--- src/rtl/data_memory_read_interface_pkg.sv ---
// Shared load-path definitions: funct3 load encodings, decode index and read FSM states.
package data_memory_read_interface_pkg;

   localparam logic [2:0] LOAD_B  = 3'b000;
   localparam logic [2:0] LOAD_H  = 3'b001;
   localparam logic [2:0] LOAD_W  = 3'b010;
   localparam logic [2:0] LOAD_BU = 3'b100;
   localparam logic [2:0] LOAD_HU = 3'b101;

   localparam int DO_LOAD = 2;

   typedef enum logic [1:0] {
      IDLE  = 2'b00,
      BEAT1 = 2'b01,
      BEAT2 = 2'b10
   } rd_state_t;

   // A load needs a second word when its bytes run past byte 3 of the first word.
   function automatic logic is_split_load(input logic [2:0] load_type, input logic [1:0] offset);
      case (load_type)
         LOAD_B, LOAD_BU: is_split_load = 1'b0;
         LOAD_H, LOAD_HU: is_split_load = (offset == 2'd3);
         default:         is_split_load = (offset != 2'd0);
      endcase
   endfunction

endpackage

--- src/rtl/data_memory_read_interface_load_extract.sv ---
// Byte selection and sign/zero extension of a load from an 8-byte window.
module load_extract
   import data_memory_read_interface_pkg::*;
(
   input  logic [63:0] window,
   input  logic [1:0]  offset,
   input  logic [2:0]  load_type,
   output logic [31:0] result
);

   logic [31:0] shifted_s;

   // Align the addressed byte to bit 0, then extend to the load width.
   always_comb begin
      shifted_s = 32'(window >> {offset, 3'b000});
      case (load_type)
         LOAD_B:  result = {{24{shifted_s[7]}}, shifted_s[7:0]};
         LOAD_BU: result = {24'h000000, shifted_s[7:0]};
         LOAD_H:  result = {{16{shifted_s[15]}}, shifted_s[15:0]};
         LOAD_HU: result = {16'h0000, shifted_s[15:0]};
         default: result = shifted_s;
      endcase
   end

endmodule

--- src/rtl/data_memory_read_interface.sv ---
// Load-side data memory interface: drives word address, merges split beats, extends the result.
module data_memory_read_interface
   import data_memory_read_interface_pkg::*;
#(
   parameter int ADDR_W = 32,
   parameter int MEM_AW = 30
)(
   input  logic              clock,
   input  logic              reset,
   input  logic              valid,
   input  logic              instr_is_load,
   input  logic [ADDR_W-1:0] long_addr,
   input  logic [2:0]        load_type,
   output logic [MEM_AW-1:0] mem_word_addr,
   input  logic [31:0]       mem_read_value,
   output logic              stall,
   output logic              result_valid,
   output logic [31:0]       read_value
);

   rd_state_t         state_r;
   logic [1:0]        offset_r;
   logic [2:0]        type_r;
   logic [MEM_AW-1:0] waddr_r;
   logic [MEM_AW-1:0] hold_addr_r;
   logic [23:0]       low_r;

   logic              split_s;
   logic              accept_s;
   logic              result_valid_s;
   logic [63:0]       window_s;
   logic [31:0]       ext_s;

   // Decode current beat, request acceptance, memory address and extraction window.
   always_comb begin
      split_s        = (state_r == BEAT1) && is_split_load(type_r, offset_r);
      accept_s       = valid && instr_is_load && !split_s;
      result_valid_s = ((state_r == BEAT1) && !split_s) || (state_r == BEAT2);
      if (accept_s) begin
         mem_word_addr = long_addr[ADDR_W-1:2];
      end else if (split_s) begin
         mem_word_addr = waddr_r + {{(MEM_AW-1){1'b0}}, 1'b1};
      end else begin
         mem_word_addr = hold_addr_r;
      end
      // Byte 0 of the window is never selected on a split beat, so it is zero-padded.
      if (state_r == BEAT2) begin
         window_s = {mem_read_value, low_r, 8'h00};
      end else begin
         window_s = {32'h00000000, mem_read_value};
      end
   end

   load_extract u_extract (
      .window    (window_s),
      .offset    (offset_r),
      .load_type (type_r),
      .result    (ext_s)
   );

   assign stall        = split_s;
   assign result_valid = result_valid_s;
   assign read_value   = result_valid_s ? ext_s : 32'h00000000;

   // Read FSM and request capture.
   always_ff @(posedge clock or posedge reset) begin
      if (reset) begin
         state_r     <= IDLE;
         offset_r    <= 2'b00;
         type_r      <= 3'b000;
         waddr_r     <= '0;
         hold_addr_r <= '0;
         low_r       <= 24'h000000;
      end else begin
         hold_addr_r <= mem_word_addr;
         case (state_r)
            IDLE, BEAT2: begin
               if (accept_s) begin
                  offset_r <= long_addr[1:0];
                  type_r   <= load_type;
                  waddr_r  <= long_addr[ADDR_W-1:2];
                  state_r  <= BEAT1;
               end else begin
                  state_r  <= IDLE;
               end
            end
            BEAT1: begin
               if (split_s) begin
                  low_r    <= mem_read_value[31:8];
                  state_r  <= BEAT2;
               end else if (accept_s) begin
                  offset_r <= long_addr[1:0];
                  type_r   <= load_type;
                  waddr_r  <= long_addr[ADDR_W-1:2];
                  state_r  <= BEAT1;
               end else begin
                  state_r  <= IDLE;
               end
            end
            default: state_r <= IDLE;
         endcase
      end
   end

endmodule

--- config.mk ---
export PLATFORM = sky130hd
export DESIGN_NAME = data_memory_read_interface
export DESIGN_NICKNAME = d
export VERILOG_FILES = /design/src/rtl/data_memory_read_interface_pkg.sv /design/src/rtl/data_memory_read_interface_load_extract.sv /design/src/rtl/data_memory_read_interface.sv
export SDC_FILE = /design/constraint.sdc
export NUM_CORES = 1
export LEC_CHECK = 0
export CORE_MARGIN = 1.5
export CORE_UTILIZATION = 34
export CTS_CLUSTER_DIAMETER = 150
export DETAILED_ROUTE_END_ITERATION = 6
export GPL_ROUTABILITY_DRIVEN = 0
export SLEW_MARGIN = 20
export SYNTH_ARGS = -nofsm -noshare
export SYNTH_HDL_FRONTEND = slang
export SYNTH_SLANG_ARGS = --single-unit
--- constraint.sdc ---
create_clock -name clock -period 2.8 [get_ports clock]
set_input_delay 0.28 -clock clock [delete_from_list [all_inputs] [get_ports clock]]
set_output_delay 0.28 -clock clock [all_outputs]
set_load 0.02 [all_outputs]
# After elaboration in Yosys (flattened, before gate mapping)
# Cells that the tools add are included.
[word_totals]
regBits = 91
inputBits = 71
out_inout_bits = 64
elab_cells = 48
[op_classes]
n_addsub = 1
eq_ne = 7
shifts = 1
n_mux = 18
n_reduce_logical = 15
[ops]
columns = ["cell", "count"]
rows = [
  ["$pmux 32 s4", 1],
  ["$mux 30", 4],
  ["$mux 64", 1],
  ["$shr 64x5->32", 1],
  ["$pmux 30 s2", 1],
  ["$mux 32", 1],
  ["$add 30x1->30 const B", 1],
  ["$pmux 2 s2", 2],
  ["$eq 3x3->1 const B", 2],
  ["$mux 2", 3],
  ["$mux 3", 2],
  ["$pmux 3 s2", 1],
  ["$reduce_or 2->1", 3],
  ["$eq 2x2->1 const B", 2],
  ["$logic_and 1x1->1", 4],
  ["$reduce_and 2->1", 2],
  ["$reduce_bool 2->1", 2],
  ["$eq 3x1->1 const B", 1],
  ["$logic_not 3->1", 1],
  ["$eq 2x1->1 const B", 1],
  ["$logic_not 2->1", 1],
  ["$ne 2x2->1 const B", 1],
  ["$pmux 1 s2", 1],
  ["$logic_not 1->1", 1],
  ["other kinds (2)", 2],
]

# Logic depth before layout (Yosys ltp)
# Gate-level depths: netlist of run 1.
[depth]
word_depth = 9
depth_mapped = 8
depth_no_buf = 6

# By module
# A second synthesis of run 1 with hierarchy kept.
[unflattened]
hier_cells = 563
area_unflattened_um2 = 6129.6
[modules_own_cells]
columns = ["mod", "instances", "cells_per_inst", "area_per_inst_um2", "seq_area_each_um2"]
rows = [
  ["data_memory_read_interface", 1, 462, 5009.8, 2277.2],
  ["load_extract", 1, 101, 1119.8, 0.0],
]

# Least setup slack after synthesis of run 1
# Ideal clock, no wire load.
[synth_path]
path_kind = "register to output"
startpoint = "reg offset_r[0]"
endpoint = "out read_value[10]"
t_arrival_ns = 1.950
t_required_ns = 2.520
slack_ns = 0.570
stages_incl_launch_ff = 8
n_path_buf = 3
path_cell_list = "dfrtp_1 -> buf_4 -> buf_6 -> buf_6 -> nor2_1 -> a21oi_1 -> o21a_1 -> o21ai_0"
[synth_via]
elab_chain_len = 7
elab_cells_between_ends = 10
cone_classes = "1 x eq/ne; 1 x shift; 3 x mux; 5 x reduce/logical"
[synth_lines]
columns = ["element", "line", "rtl"]
rows = [
  ["start: declaration", "data_memory_read_interface.sv:22", "logic [1:0] offset_r;"],
  ["start signal: assignment", "data_memory_read_interface.sv:79", "offset_r <= long_addr[1:0];"],
  ["start signal: assignment", "data_memory_read_interface.sv:92", "offset_r <= long_addr[1:0];"],
  ["parallel branches: the longest is 6 deep, another holds $shr 64x5->32", "n/a", ""],
  ["$mux 32 (*)", "data_memory_read_interface.sv:63", "assign read_value = result_valid_s ? ext_s : 32'h00000000;"],
  ["end: declaration", "data_memory_read_interface.sv:18", "output logic [31:0] read_value"],
]
# Every way passes the cells marked *.

# Worst setup path in the final report of run 1
[layout_path]
startpoint = "reg offset_r[0]"
endpoint = "out read_value[27]"
# The elaborated chain is that of the path after synthesis.

==> results.py, run 1 <==
metrics = {
    "timing": {
        "drv_slew": 0,
        "tns_ps": 0,
        "whs_ps": 297.1,
        "period_minus_slack_ps": 2795,
        "setup_viol": 0,
        "finalHoldViolCount": 0,
        "clock_skew_ps": 8.131,
        "max_freq_ghz": 0.3578,
        "fin_crit_sh_pct": 99.82,
        "tightest_slew_ps": 609.8,
        "slew_headroom_pct": 59.19,
        "rsz0062_at_grt": "yes",
    },
    "floorplanning": {
        "die_x_um": 134.9,
        "start_util_pct": 34.46,
        "ios": 135,
        "core-area_sq_mm": 0.01718,
        "core.rowCount": 48,
        "die_y_um": 134.9,
        "fp.dieArea_sq_mm": 0.01821,
    },
    "clock_network": {
        "cts.sinks": 91,
        "clock_path_buffers": 2,
        "cts_root_buf": "clkbuf_16",
        "htreeDepth": 3,
        "insertion_delay_ps": 350,
        "cts.reportedPaths.clkPinSlew_ps": 70,
        "numCtsBuffers": 9,
        "cts_tree": "done",
    },
    "grt": {
        "grt.total_usage_pct": 19.18,
        "antenna_found_initial": 0,
        "grt_pass1_vias": 5309,
        "grt.overflow.total": 0,
        "grt_max_degree": 61,
        "grt_first_pass_wirelength_mm": 27.40,
    },
    "worst_setup_path": {
        "worst-setup-path-type": "reg2out",
        "r2r_cells": 8,
        "slowest_stage": "mux4_2",
        "end_kind": "output pin",
        "critPathArrivalTime_ps": 2510,
        "required_ps": 2520,
        "cp_slowest_stage_delay_ps": 530,
        "path_cells": "clkdlybuf4s18_2, nand2b_1, mux4_2, nand2_1, a21oi_2, nor3_1, dlygate4sd2_1",
        "cp-start-kind": "flop",
        "crit_fanout": 7,
    },
    "finish": {
        "antennaDiodeCount": 0,
        "multi_input_area_sq_mm": 0.003457,
        "drive_gt1_share_pct": 25.95,
        "fill_cells": 1641,
        "seqCellArea_sq_mm": 0.002280,
        "fin_nets": 803,
        "syn_to_final_growth_pct": 35.38,
        "final_core_util_pct": 46.66,
    },
    "power": {
        "vdd_drop_max_v": 0.0004323,
        "power_density_mw_per_mm2": 690.9,
        "leakage_nw": 3.516,
    },
    "logic_synthesis": {
        "yosysUniqueCellTypes": 52,
        "yosys-top-cells-count": "dfrtp_1, mux2_2, mux2i_1, o21ai_0, nand2_1",
        "synth_edf_count": 0,
        "yosys.area.top_type": "dfrtp_1",
        "mappedNetlistArea_sq_mm": 0.005919,
        "synth.most_common_cell": "dfrtp_1",
        "syn-num-nets": 658,
        "ys_top_cells_by_area": "dfrtp_1, mux2_2, mux2i_1",
        "ys.flop_type": "dfrtp_1",
        "syn_inst": 586,
        "synth.top_cell.area_share_pct": 38.47,
        "async_flop_share_pct": 100.0,
        "yosysWarnings": 0,
        "syn_area_per_cell_sq_um": 10.10,
        "seq_area_frac_synth_pct": 38.47,
        "ys_ff_latch": 91,
    },
    "drt": {
        "wl_per_cell_um": 18.29,
        "drtIter0Drc": 299,
        "drc": 14,
        "vias_per_cell": 5.451,
        "wirelength_mm": 17.58,
        "drt.antenna.violating_nets": 0,
        "drt_first_pass_iters": 7,
        "num_vias": 5238,
    },
    "outcome": {
        "outcome": "finished with violations",
        "violations": "DRC",
    },
    "min_path": {
        "hp-class": "in2async",
    },
    "placed_design": {
        "dp_hpwl_mm": 12.65,
        "io_buffers": 134,
    },
    "flow_run": {
        "cap_violations": 0,
    },
}
==> cell type report <==
class | instances | share of cell area (%)
tap | 225 | 3.513
multi-input combinational | 434 | 43.14
sequential | 91 | 28.45
inverter | 18 | 0.8899
clock buffer | 9 | 2.810
clock inverter | 7 | 1.233
timing repair buffer | 177 | 19.97
==> critical path: cells and delay by family (launching register included) <==
family | cells | cell delay (ps)
compound gates | 1 | 120
flops | 1 | 400
mux | 1 | 530
simple gates | 3 | 500
buf+inv | 2 | 630
==> cells in the final DEF, fill, tap and decap left out, types with 9 or more instances in the layout <==
cell and n:
buf_2 9, o21ai_0 32, clkdlybuf4s50_1 72, a211oi_1 27
nand3_1 18, clkbuf_2 13, clkbuf_16 9, nor2_1 23
a21oi_1 25, xor2_1 12, inv_1 16, dfrtp_1 89
mux2_2 66, xnor2_1 15, nor3_1 12, buf_4 37
mux2i_1 55, nand2_1 30, and3_1 21, dlygate4sd2_1 32
==> final timing paths <==
path / startpoint / end / slack, ps
setup / recovery: offset_r[0] / read_value[27] / 5
hold / removal: reset / low_r[12] / 300
setup reg to reg: offset_r[0] / waddr_r[15] / 350
hold reg to reg: low_r[5] / low_r[5] / 510
max in group asynchronous: reset / hold_addr_r[1] / 1780
min in group clock: low_r[5] / low_r[5] / 510
==> kinds of logic after synthesis <==
kind of cell / Yosys count / synth area share (%)
simple gates: 147 / 13.00
compound gates: 133 / 15.81
mux: 126 / 23.00
flops: 91 / 38.47
buf+inv: 61 / 5.516
xor+xnor: 27 / 3.995
fa+ha+maj: 1 / 0.2113
==> through the flow <==
step | power [mW] | setup slack, ps | area, sq um | cells
6_report | 5.537 | 5.022 | 8014 | 961
5_1_grt | 5.858 | -98.25 | 8014 | 961
4_1_cts | 5.568 | -231.6 | 7996 | 959
3_5_place_dp | 4.280 | -86.89 | 7656 | 941
3_3_place_gp | 4.232 | 5.577 | 7656 | 941
2_1_floorplan | 3.395 | 156.4 | 5919 | 586
==> state kept, by name, indices dropped and copies added, names as in the netlist <==
signal / count
type_r: 3
low_r: 24
waddr_r: 30
hold_addr_r: 30
offset_r: 2
state_r: 2
==> per-layer routing <==
| metal | part of all wire [%] | GRT usage, % | up-vias |
|---|---|---|---|
| li1 | - | - | 2484 |
| met1 | 46 | 24.80 | 2556 |
| met2 | 48 | 32.71 | 182 |
| met3 | 5.3 | 2.740 | 16 |
| met4 | 1.3 | 6.870 | 0 |
| met5 | 0 | 0 | - |
==> timing repair <==
item,CTS,global route
endpoints found under the setup margin,59,41
hold buffers,0,0
cloned,0,0
gates resized for setup,106,69
pin swaps,0,3
buffers inserted,2,2
endpoints found under the hold margin,0,0
==> where the power goes <==
part	internal (mW)	switching, mW
logic	1.04	1.15
clock network	0.791	0.560
registers	1.72	0.280
No activity file was read; power rests on OpenSTA's default activity.
==> inputs of run 2 (changes only) <==
--- a/constraint.sdc
+++ b/constraint.sdc
@@ -3,2 +3,2 @@
 set_output_delay 0.28 -clock clock [all_outputs]
-set_load 0.02 [all_outputs]
+set_load 0.05 [all_outputs]
==> results.py, run 2 (same netlist as run 1, synthesis figures left out) <==
metrics = {
    "outcome": {
        "outcome": "finished with violations",
        "violations": "setup timing",
    },
    "timing": {
        "drv_slew": 0,
        "slew_headroom_pct": 44.41,
        "max_freq_ghz": 0.3554,
        "clock_skew_ps": 6.957,
        "whs_ps": 301.3,
        "worst_slack_ps": -13.46,
        "fin_crit_sh_pct": 100.5,
        "setup_viol": 1,
        "period_minus_slack_ps": 2813,
        "tightest_slew_ps": 828.3,
        "rsz0062_at_grt": "yes",
        "finalHoldViolCount": 0,
    },
    "floorplanning": {
        "die_y_um": 134.9,
        "core-area_sq_mm": 0.01718,
        "core.rowCount": 48,
        "fp.dieArea_sq_mm": 0.01821,
        "ios": 135,
        "die_x_um": 134.9,
        "start_util_pct": 34.46,
    },
    "placed_design": {
        "dp_hpwl_mm": 12.19,
        "dp.cells": 920,
        "io_buffers": 134,
    },
    "drt": {
        "wirelength_mm": 17.71,
        "drc": 0,
        "num_vias": 5190,
        "drt_first_pass_iters": 5,
        "drt.antenna.violating_nets": 0,
        "wl_per_cell_um": 18.74,
        "drtIter0Drc": 334,
        "vias_per_cell": 5.492,
    },
    "grt": {
        "grt.overflow.total": 0,
        "grt_pass1_vias": 5333,
        "antenna_found_initial": 0,
        "grt_max_degree": 61,
        "grt_first_pass_wirelength_mm": 28.23,
        "grt.total_usage_pct": 19.74,
    },
    "worst_setup_path": {
        "worst-setup-path-type": "reg2out",
        "cp-start-kind": "flop",
        "reg2reg_slack_ps": 340,
        "worstReg2RegEnd": "waddr_r[14]",
        "r2r_start": "offset_r[1]",
        "critPathArrivalTime_ps": 2530,
        "r2r_cells": 7,
        "end_kind": "output pin",
        "required_ps": 2520,
        "crit_fanout": 8,
    },
    "clock_network": {
        "clock_path_buffers": 2,
        "htreeDepth": 3,
        "cts.reportedPaths.clkPinSlew_ps": 70,
        "cts_tree": "done",
        "cts.sinks": 91,
        "numCtsBuffers": 9,
        "insertion_delay_ps": 350,
        "postCtsHoldBufs": 0,
        "cts_root_buf": "clkbuf_16",
    },
    "finish": {
        "largest_registers": "hold_addr_r x30, waddr_r x30, low_r x24",
        "drive_gt1_share_pct": 31.67,
        "fin_nets": 787,
        "layout_common_cells": "dfrtp_1, clkdlybuf4s50_1, mux2_2, mux2i_1, buf_4",
        "syn_to_final_growth_pct": 40.50,
        "final_common_cell": "dfrtp_1",
        "antennaDiodeCount": 0,
        "fin_cells": 945,
    },
    "min_path": {
        "hp-class": "in2async",
    },
    "power": {
        "power_density_mw_per_mm2": 751.9,
        "leakage_nw": 3.468,
        "vdd_drop_max_v": 0.0004151,
    },
    "flow_run": {
        "cap_violations": 0,
    },
}
-- run 2: final cells by class --
type | count | area (sq um)
Fill cell | 1587 | 8860
Multi-Input combinational cell | 434 | 3520
Sequential cell | 91 | 2281
Timing Repair Buffer | 161 | 1887
Tap cell | 225 | 281.5
Clock buffer | 10 | 239.0
Inverter | 18 | 68.82
Clock inverter | 6 | 40.04
-- run 2: per-stage QoR --
stage / TNS (ps) / instance area [sq um] / utilization [%] / power, mW / worst slack [ps]
floorplan: -1051 / 5926 / - / 3.846 / -141.2
global placement: 0 / 7720 / 44.94 / 4.895 / 155.1
detailed placement: 0 / 7720 / 44.94 / 4.955 / 71.95
CTS: 0 / 8071 / 46.99 / 6.190 / 1.583
global route: -235.4 / 8317 / 48.42 / 6.580 / -59.29
finish: -13.46 / 8317 / 48.42 / 6.254 / -13.46
-- run 2: critical path: stages, from the launching register on --
cell      delay (ps)
dfrtp_2          440
buf_6            140
nor4bb_1         440
a32oi_4          120
a31oi_4          280
nand2_1          280
o21ai_1          240
buf_4            240
-- run 2: repair_timing --
item,4_1_cts,5_1_grt
buffers inserted,3,6
setup endpoints to repair,25,45
cloned,0,0
pin swaps,1,5
endpoints found under the hold margin,0,0
resized for setup,9,50
-- run 2: report_power, final --
part	internal [mW]	switching, mW
sequential	1.72	0.299
clock	0.627	0.551
combinational	1.38	1.68
-- run 2: worst max-delay path by stage --
stage                     endpoint               start  slack (ps)
floorplan           read_value[24]         offset_r[0]        -140
global placement    read_value[21]  mem_read_value[15]         160
detailed placement  read_value[21]  mem_read_value[15]          70
CTS                 read_value[30]         offset_r[1]           2
global route        read_value[15]         offset_r[0]         -60
finish              read_value[15]         offset_r[0]         -10
-- run 2: metal layers --
layer	track usage (%)	up-vias	share of wire [%]
met4	8.841	0	2.7
met1	25.04	2517	43
met2	32.85	189	48
li1	-	2449	-
met5	0	-	0
met3	3.566	35	6.1
==> inputs of run 3 (changes only) <==
SETUP_SLACK_MARGIN = 0.4   (was not set)
==> results.py, run 3 (same netlist as run 1, synthesis figures left out) <==
metrics = {
    "grt": {
        "grt_pass1_vias": 5796,
        "antenna_found_initial": 1,
        "grt.total_usage_pct": 21.48,
        "grt.overflow.total": 0,
        "grt_first_pass_wirelength_mm": 30.51,
        "grt_max_degree": 92,
    },
    "timing": {
        "slew_headroom_pct": 55.74,
        "tns_ps": 0,
        "max_freq_ghz": 0.3806,
        "setup_viol": 0,
        "tightest_slew_ps": 658.8,
        "fin_crit_sh_pct": 93.83,
        "drv_slew": 0,
        "rsz0062_at_grt": "yes",
        "period_minus_slack_ps": 2627,
        "whs_ps": 426.2,
        "worst_slack_ps": 172.7,
        "finalHoldViolCount": 0,
        "clock_skew_ps": 7.430,
    },
    "worst_setup_path": {
        "r2r_cells": 6,
        "r2r_start": "offset_r[1]",
        "crit_buf_inv": 2,
        "end_kind": "output pin",
        "worstReg2RegEnd": "waddr_r[17]",
        "cp-start-kind": "flop",
        "crit_family": "simple AND/OR/NAND/NOR gates",
        "required_ps": 2520,
        "critPathArrivalTime_ps": 2350,
        "worst-path-stages": 7,
        "reg2reg_slack_ps": 550,
        "worst-setup-path-type": "reg2out",
        "slowest_stage": "or4_1",
        "crit_fanout": 6,
        "cp_slowest_stage_delay_ps": 550,
        "path_cells": "buf_4, nand3_2, a21o_4, or4_1, o221ai_2, a31oi_4, buf_12",
    },
    "finish": {
        "final_core_util_pct": 56.56,
        "fin_nets": 839,
        "fill_cells": 1463,
        "finish.instance_area_sq_mm": 0.009716,
        "final_common_cell": "dfrtp_1",
        "largest_registers": "hold_addr_r x30, waddr_r x30, low_r x24",
        "syn_to_final_growth_pct": 64.13,
        "layout_common_cells": "dfrtp_1, clkdlybuf4s50_1, mux2_2, buf_4, mux2i_1",
        "drive_gt1_share_pct": 48.70,
    },
    "floorplanning": {
        "start_util_pct": 34.46,
        "die_x_um": 134.9,
        "core-area_sq_mm": 0.01718,
        "core.rowCount": 48,
        "ios": 135,
        "die_y_um": 134.9,
        "fp.dieArea_sq_mm": 0.01821,
    },
    "drt": {
        "wirelength_mm": 19.98,
        "num_vias": 5573,
        "vias_per_cell": 5.584,
        "wl_per_cell_um": 20.02,
        "drt_first_pass_iters": 5,
        "drtIter0Drc": 305,
        "drt.antenna.violating_nets": 0,
        "drc": 0,
    },
    "power": {
        "intPower_mw": 4.281,
        "vdd_drop_max_v": 0.0004240,
        "power_frac_seq_pct": 28.8,
        "switching_share_pct": 39.61,
        "p_sw_mw": 2.808,
        "leakage_nw": 4.047,
        "power_density_mw_per_mm2": 729.7,
        "clkPwrFrac_pct": 18.5,
        "pwr-share-comb_pct": 52.8,
    },
    "outcome": {
        "outcome": "finished clean",
    },
    "clock_network": {
        "cts.sinks": 91,
        "htreeDepth": 3,
        "cts.reportedPaths.clkPinSlew_ps": 70,
        "numCtsBuffers": 9,
        "insertion_delay_ps": 340,
        "cts_tree": "done",
        "cts_root_buf": "clkbuf_16",
        "clock_path_buffers": 2,
    },
    "placed_design": {
        "dpl_worst_slack_ps": 128.2,
        "io_buffers": 134,
        "placed_area_sq_mm": 0.007976,
        "dp_hpwl_mm": 12.19,
    },
    "min_path": {
        "hp-class": "in2async",
    },
    "flow_run": {
        "cap_violations": 0,
    },
}
-- run 3: worst reg2reg max path, cell delays in order (launching register included) --
cell and delay, ps:
dfrtp_2 490, o21ai_2 260, a21o_4 240, clkinv_8 150, a211oi_4 260, buf_4 350
mux2_1 380
-- run 3: cell type report --
type	count	area [sq um]	share of cell area (%)
tap	225	281.5	2.898
multi-input combinational	434	4144	42.65
clock inverter	4	73.82	0.7598
antenna	1	2.502	0.02576
sequential	91	2293	23.61
inverter	18	83.83	0.8628
clock buffer	12	236.5	2.434
timing repair buffer	213	2600	26.76
-- run 3: what timing repair did --
action / 4_1_cts / 5_1_grt
hold buffers: 0 / 0
buffers inserted: 26 / 30
gates resized for setup: 89 / 82
endpoints found under the setup margin: 90 / 61
gates cloned: 5 / 2
pin swaps: 31 / 22
-- run 3: worst max path at each step --
stage	start	end	slack, ps
detailed placement	mem_read_value[15]	read_value[24]	130
finish	offset_r[0]	mem_word_addr[29]	170
CTS	offset_r[0]	read_value[24]	210
global route	offset_r[0]	mem_word_addr[29]	100
global placement	mem_read_value[15]	read_value[29]	170
floorplan	offset_r[0]	read_value[10]	100
-- run 3: power by group through the flow --
stage / clock [mW] / combinational (mW) / sequential (mW)
3_3_place_gp: 0 / 3.07 / 2.01
6_report: 1.31 / 3.74 / 2.04
3_5_place_dp: 0 / 3.11 / 2.04
5_1_grt: 1.40 / 3.93 / 2.09
2_1_floorplan: 0 / 2.06 / 1.94
4_1_cts: 1.34 / 3.43 / 2.01
-- run 3: per-stage QoR --
stage / std cells / power (mW)
after floorplan: 586 / 3.998
after global placement: 918 / 5.083
after detailed placement: 918 / 5.144
after CTS: 965 / 6.787
after global routing: 997 / 7.418
final: 998 / 7.090
-- run 3: layer usage --
layer / vias up / track usage [%] / share of wire, %
met5: - / 0 / 0
met4: 0 / 8.901 / 1.9
met3: 28 / 3.866 / 5.4
met2: 176 / 36.72 / 50
met1: 2794 / 26.73 / 43
li1: 2575 / - / -
